--- src/rtl/ccu_cmd_pkg.sv ---
// Shared definitions for the CCU command byte stream and its transmitter.
package ccu_cmd_pkg;

  localparam logic [7:0] CMD_POINT = 8'h50;
  localparam logic [7:0] CMD_LINE  = 8'h4C;
  localparam logic [7:0] CMD_NOP   = 8'h00;

  localparam int unsigned LINE_SETUP_CYCLES = 7;
  localparam int unsigned LINE_ITER_CYCLES  = 5;
  localparam int unsigned HOLD_W            = 11;

  typedef enum logic [1:0] {
    TX_IDLE,
    TX_HDR,
    TX_ARG,
    TX_HOLD
  } tx_state_t;

endpackage

--- src/rtl/ccu_holdoff_counter.sv ---
// Loadable down-counter timing the NOP hold-off after a line command.
module ccu_holdoff_counter
  import ccu_cmd_pkg::*;
(
  input  logic              clk,
  input  logic              rst_n,
  input  logic              load,
  input  logic              en,
  input  logic [HOLD_W-1:0] din,
  output logic [HOLD_W-1:0] count,
  output logic              zero
);

  always_ff @(posedge clk) begin
    if (!rst_n)
      count <= '0;
    else if (load)
      count <= din;
    else if (en && (count != '0))
      count <= count - 11'd1;
  end

  assign zero = (count == '0);

endmodule

--- src/rtl/ccu_cmd_tx.sv ---
// Serializes point/line draw requests into CCU command bytes, then holds NOP
// long enough for the CCU line loop to finish (the CCU has no busy output).
module ccu_cmd_tx
  import ccu_cmd_pkg::*;
#(
  parameter int unsigned GUARD     = 2,
  parameter bit          NORMALIZE = 1'b1
) (
  input  logic       clk,
  input  logic       rst_n,
  input  logic       req_valid,
  output logic       req_ready,
  input  logic       req_op,
  input  logic [7:0] req_x0,
  input  logic [7:0] req_y0,
  input  logic [7:0] req_x1,
  input  logic [7:0] req_y1,
  input  logic [7:0] req_colour,
  output logic [7:0] cmd,
  output logic       busy,
  output logic       done
);

  tx_state_t         state;
  logic              op_q;
  logic [7:0]        x0_q, y0_q, x1_q, y1_q, col_q;
  logic [2:0]        idx;
  logic [2:0]        last_idx;
  logic [2:0]        arg_sel;
  logic [7:0]        arg_byte;
  logic [8:0]        span;
  logic [HOLD_W-1:0] hold_len;
  logic [HOLD_W-1:0] hold_cnt;
  logic              hold_zero;
  logic              hold_load;
  logic              hold_exit;
  logic              accept;
  logic              swap;

  assign req_ready = (state == TX_IDLE);
  assign busy      = (state != TX_IDLE);
  assign accept    = req_valid && req_ready;
  assign swap      = NORMALIZE && req_op && (req_x1 < req_x0);
  assign last_idx  = op_q ? 3'd4 : 3'd2;
  assign arg_sel   = (state == TX_HDR) ? 3'd0 : idx + 3'd1;

  // Point args are x0,y0,colour; line args are x0,y0,x1,y1,colour.
  always_comb begin
    arg_byte = col_q;
    case (arg_sel)
      3'd0:    arg_byte = x0_q;
      3'd1:    arg_byte = y0_q;
      3'd2:    arg_byte = op_q ? x1_q : col_q;
      3'd3:    arg_byte = y1_q;
      default: arg_byte = col_q;
    endcase
  end

  always_comb begin
    span     = (x1_q >= x0_q) ? (9'(x1_q) - 9'(x0_q) + 9'd1) : 9'd1;
    hold_len = 11'(LINE_SETUP_CYCLES) + 11'(LINE_ITER_CYCLES) * {2'b00, span}
             + 11'(GUARD);
  end

  assign hold_load = (state == TX_ARG) && (idx == last_idx) && op_q;
  // Leave on the edge that takes the counter to zero so HOLD lasts exactly H cycles.
  assign hold_exit = (hold_cnt == 11'd1) || hold_zero;

  ccu_holdoff_counter u_holdoff (
    .clk   (clk),
    .rst_n (rst_n),
    .load  (hold_load),
    .en    (state == TX_HOLD),
    .din   (hold_len),
    .count (hold_cnt),
    .zero  (hold_zero)
  );

  always_ff @(posedge clk) begin
    if (!rst_n) begin
      state <= TX_IDLE;
      cmd   <= CMD_NOP;
      done  <= 1'b0;
      idx   <= '0;
      op_q  <= 1'b0;
      x0_q  <= '0;
      y0_q  <= '0;
      x1_q  <= '0;
      y1_q  <= '0;
      col_q <= '0;
    end else begin
      done <= 1'b0;
      case (state)
        TX_IDLE: begin
          cmd <= CMD_NOP;
          if (accept) begin
            op_q  <= req_op;
            x0_q  <= swap ? req_x1 : req_x0;
            y0_q  <= swap ? req_y1 : req_y0;
            x1_q  <= swap ? req_x0 : req_x1;
            y1_q  <= swap ? req_y0 : req_y1;
            col_q <= req_colour;
            cmd   <= req_op ? CMD_LINE : CMD_POINT;
            state <= TX_HDR;
          end
        end
        TX_HDR: begin
          cmd   <= arg_byte;
          idx   <= '0;
          state <= TX_ARG;
        end
        TX_ARG: begin
          if (idx == last_idx) begin
            cmd <= CMD_NOP;
            if (op_q) begin
              state <= TX_HOLD;
            end else begin
              state <= TX_IDLE;
              done  <= 1'b1;
            end
          end else begin
            cmd <= arg_byte;
            idx <= idx + 3'd1;
          end
        end
        TX_HOLD: begin
          cmd <= CMD_NOP;
          if (hold_exit) begin
            state <= TX_IDLE;
            done  <= 1'b1;
          end
        end
        default: state <= TX_IDLE;
      endcase
    end
  end

endmodule
--- config.mk ---
export PLATFORM = sky130hd
export DESIGN_NAME = ccu_cmd_tx
export DESIGN_NICKNAME = d
export VERILOG_FILES = /design/src/rtl/ccu_cmd_pkg.sv /design/src/rtl/ccu_holdoff_counter.sv /design/src/rtl/ccu_cmd_tx.sv
export SDC_FILE = /design/constraint.sdc
export NUM_CORES = 1
export LEC_CHECK = 0
export ABC_CLOCK_PERIOD_IN_PS = 5900
export CORE_MARGIN = 2
export CORE_UTILIZATION = 54
export DETAILED_ROUTE_END_ITERATION = 10
export DONT_BUFFER_PORTS = 1
export PLACE_DENSITY = 0.69
export SYNTH_ARGS = -nofsm -noshare
export SYNTH_HDL_FRONTEND = slang
export SYNTH_SLANG_ARGS = --single-unit
--- constraint.sdc ---
create_clock -name clk -period 5.9 [get_ports clk]
set_input_delay 0.59 -clock clk [delete_from_list [all_inputs] [get_ports clk]]
set_output_delay 0.59 -clock clk [all_outputs]
set_load 0.005 [all_outputs]
==> metrics.cfg <==
[status]
status = finished, final reports clean

[synthesis]
synthSimpleGateAreaFrac = 0.175
ys_ff_latch = 66
muxShareOfSynthArea = 0.00704
synth_top_area_frac = 0.286
ys.flop_type = dfxtp_1
synth.cell_area_um2 = 4620
synth_cell_types = 54
syn_area_per_cell_um2 = 7.93
async_flop_share = 0
synth-compound-area-share = 0.285
netlist_top_cells_area = dfxtp_1 29%, ha_1 12%, o21ai_0 8.6%
synth_fa_ha_area_frac = 0.144
synth_top_cell_by_area = dfxtp_1
synth-xor-area-share = 0.0414
yosys_warnings = 0
synth_top_family_by_area = compound AO/OA/AOI/OAI gates
syn_nets = 677
ys_seq_area_frac = 0.286
postSynthCellCount = 583
synth_edf_count = 0

[place]
place.gp.congestion = 0.886
dpl-instance-area_um2 = 4620
placedCellCount = 653
portBuffers = 0
dp_hpwl_um = 8350
dp_worst_setup_slack_ns = 1.64

[floorplan]
dieWidth_um = 96.5
dieArea_um2 = 9310
io_pins = 55
fp.dieH_um = 96.5
rows = 33
core_um2 = 8260
start_util = 0.560

[pwr]
leakage_nw = 1.91
report.power.total_mw = 1.69
ir_drop_mv = 0.144
p_per_area_nw_per_um2 = 348

[drt]
drt-total-wl_um = 11200
via_count = 4129
first_iter_violations = 238
via_per_inst = 6.17
ant_nets = 0
drtPass1Iterations = 7
drc_errors = 0
wl_per_cell_um = 16.7

[job]
maxCapViolCount = 0

[layout]
final_area_um2 = 4850
layoutNonFillerInstCount = 669
antenna_cells = 0
final_cell_mix = 79 x o21ai_0, 66 x dfxtp_1, 45 x ha_1
layout-drive-gt1-share = 0.0567
mostFrequentLayoutCell = o21ai_0
nets = 653
area_growth_pct = 4.87
post-route-util = 0.587

[setup_path]
slowest_stage = dfxtp_1
end_kind = flop
critPathMaxFanout = 4
slowest_delay_ns = 0.41
worstPathCellList = inv_1 > ha_1 > inv_1 > ha_1 > fa_1 > a21o_1 > a21oi_1 > o21bai_1 > a21oi_1 > xnor2_1 > nor2_1 > ha_1 > ha_1 > ha_1 > o2111ai_1 > nand3_1 > and3_1 > o22a_1 > o41ai_1
cp.required_ns = 6.14
crit_arrival_ns = 4.52
crit_type = reg2reg
start_kind = flop
cp_common_cell = ha_1

[grt]
grt_usage = 0.249
grt_overflow_total = 0
grt_pass1_vias = 3800
antenna_found_initial = 0
grt_pass1_wl_um = 18200
grt_max_degree = 75

[cts]
cts_buffers = 9
cts_setup_buffers = 0
tritoncts = yes
cts_hold_buf = 0
root_buffer = clkbuf_8
cts.clk_slew.worst_paths_ns = 0.08
clock_latency_ns = 0.33
cts_buffer_depth = 2
cts-resized-gates = 0
cts_sinks = 66
htreeDepth = 3

[timing]
fin_skew_ns = 0.00863
finalHoldViolCount = 0
fin_crit_sh = 0.726
max_freq_mhz = 233
period_needed_ns = 4.29
setup_slack_ns = 1.61
drv_slew = 0
slew-limit-headroom = 0.223
timing.hold.ws_ns = 0.387
rsz0062_at_grt = no
setup_tns_ns = 0
setup_viol = 0
worst_slew_pin_slew_ns = 1.16

[worst_hold_path]
hold_class = in2reg

## final timing paths
path,from,to,slack [ns],depth (start not counted)
max,x0_q[1],u_holdoff.count[10],1.61,19
min,req_colour[7],col_q[7],0.39,2
max reg2reg,x0_q[1],u_holdoff.count[10],1.61,19
min reg2reg,col_q[1],col_q[1],0.48,2
## cell families after synthesis
logic type               after synthesis
AO/OA/AOI/OAI                        213
AND/OR/NAND/NOR                      157
buffers and inverters                 73
flip-flops                            66
adder cells (fa/ha/maj)               50
XOR/XNOR                              21
multiplexers                           3
## cell usage after synthesis (2+ instances only)
master and number:
o21ai_0 79, dfxtp_1 66, ha_1 45, a21oi_1 41
nand2_1 39, nand3_1 37, inv_1 36, a31oi_1 34
nor2_1 28, clkbuf_1 27, xnor2_1 15, nand2b_1 14
a211oi_1 8, a21o_1 8, a222oi_1 8, o211ai_1 7
and2_1 5, buf_2 5, fa_1 5, nor2b_1 5
o21ai_1 5, xor2_1 5, a311oi_1 4, and3_1 4
clkbuf_2 4, nand4_1 4, nor3_1 4, nor4_1 4
or4_1 4, o2111ai_1 3, a31o_2 2, mux2_2 2
nand3b_1 2, nor4_2 2, o211a_1 2, o21bai_1 2
## worst max-delay path: cells and delay by family (launching register included)
family,cells,cell delay (ns)
adder cells (fa/ha/maj),6,1.91
XOR/XNOR,1,0.13
AND/OR/NAND/NOR,3,0.41
AO/OA/AOI/OAI,7,1.24
buffers and inverters,2,0.10
flip-flops,1,0.41
## report_power, final
part	switching (mW)	total [mW]	internal, mW
logic	0.415	0.734	0.319
clock network	0.178	0.428	0.250
registers	0.0415	0.525	0.483
## sequential cells by signal, summed over array words and instances, names as in the netlist
signal,flops
col_q,8
state,2
y1_q,8
cmd,8
y0_q,8
idx,3
u_holdoff.count,11
x0_q,8
x1_q,8
done,1
op_q,1
## per-layer routing
layer | vias to the layer above | track usage | share of wire
li1 | 2091 | - | -
met1 | 1917 | 0.302 | 0.43
met2 | 101 | 0.433 | 0.49
met3 | 20 | 0.0559 | 0.052
met4 | 0 | 0.0880 | 0.025
met5 | - | 0 | 0
## area by class of cell
cell class / count / area (µm²)
Timing Repair Buffer: 2 / 15.0
Tap cell: 105 / 131
Fill cell: 781 / 3410
Clock inverter: 6 / 87.6
Sequential cell: 66 / 1320
Inverter: 36 / 135
Clock buffer: 10 / 138
Multi-Input combinational cell: 444 / 3020
No activity file was read; power rests on OpenSTA's default activity.
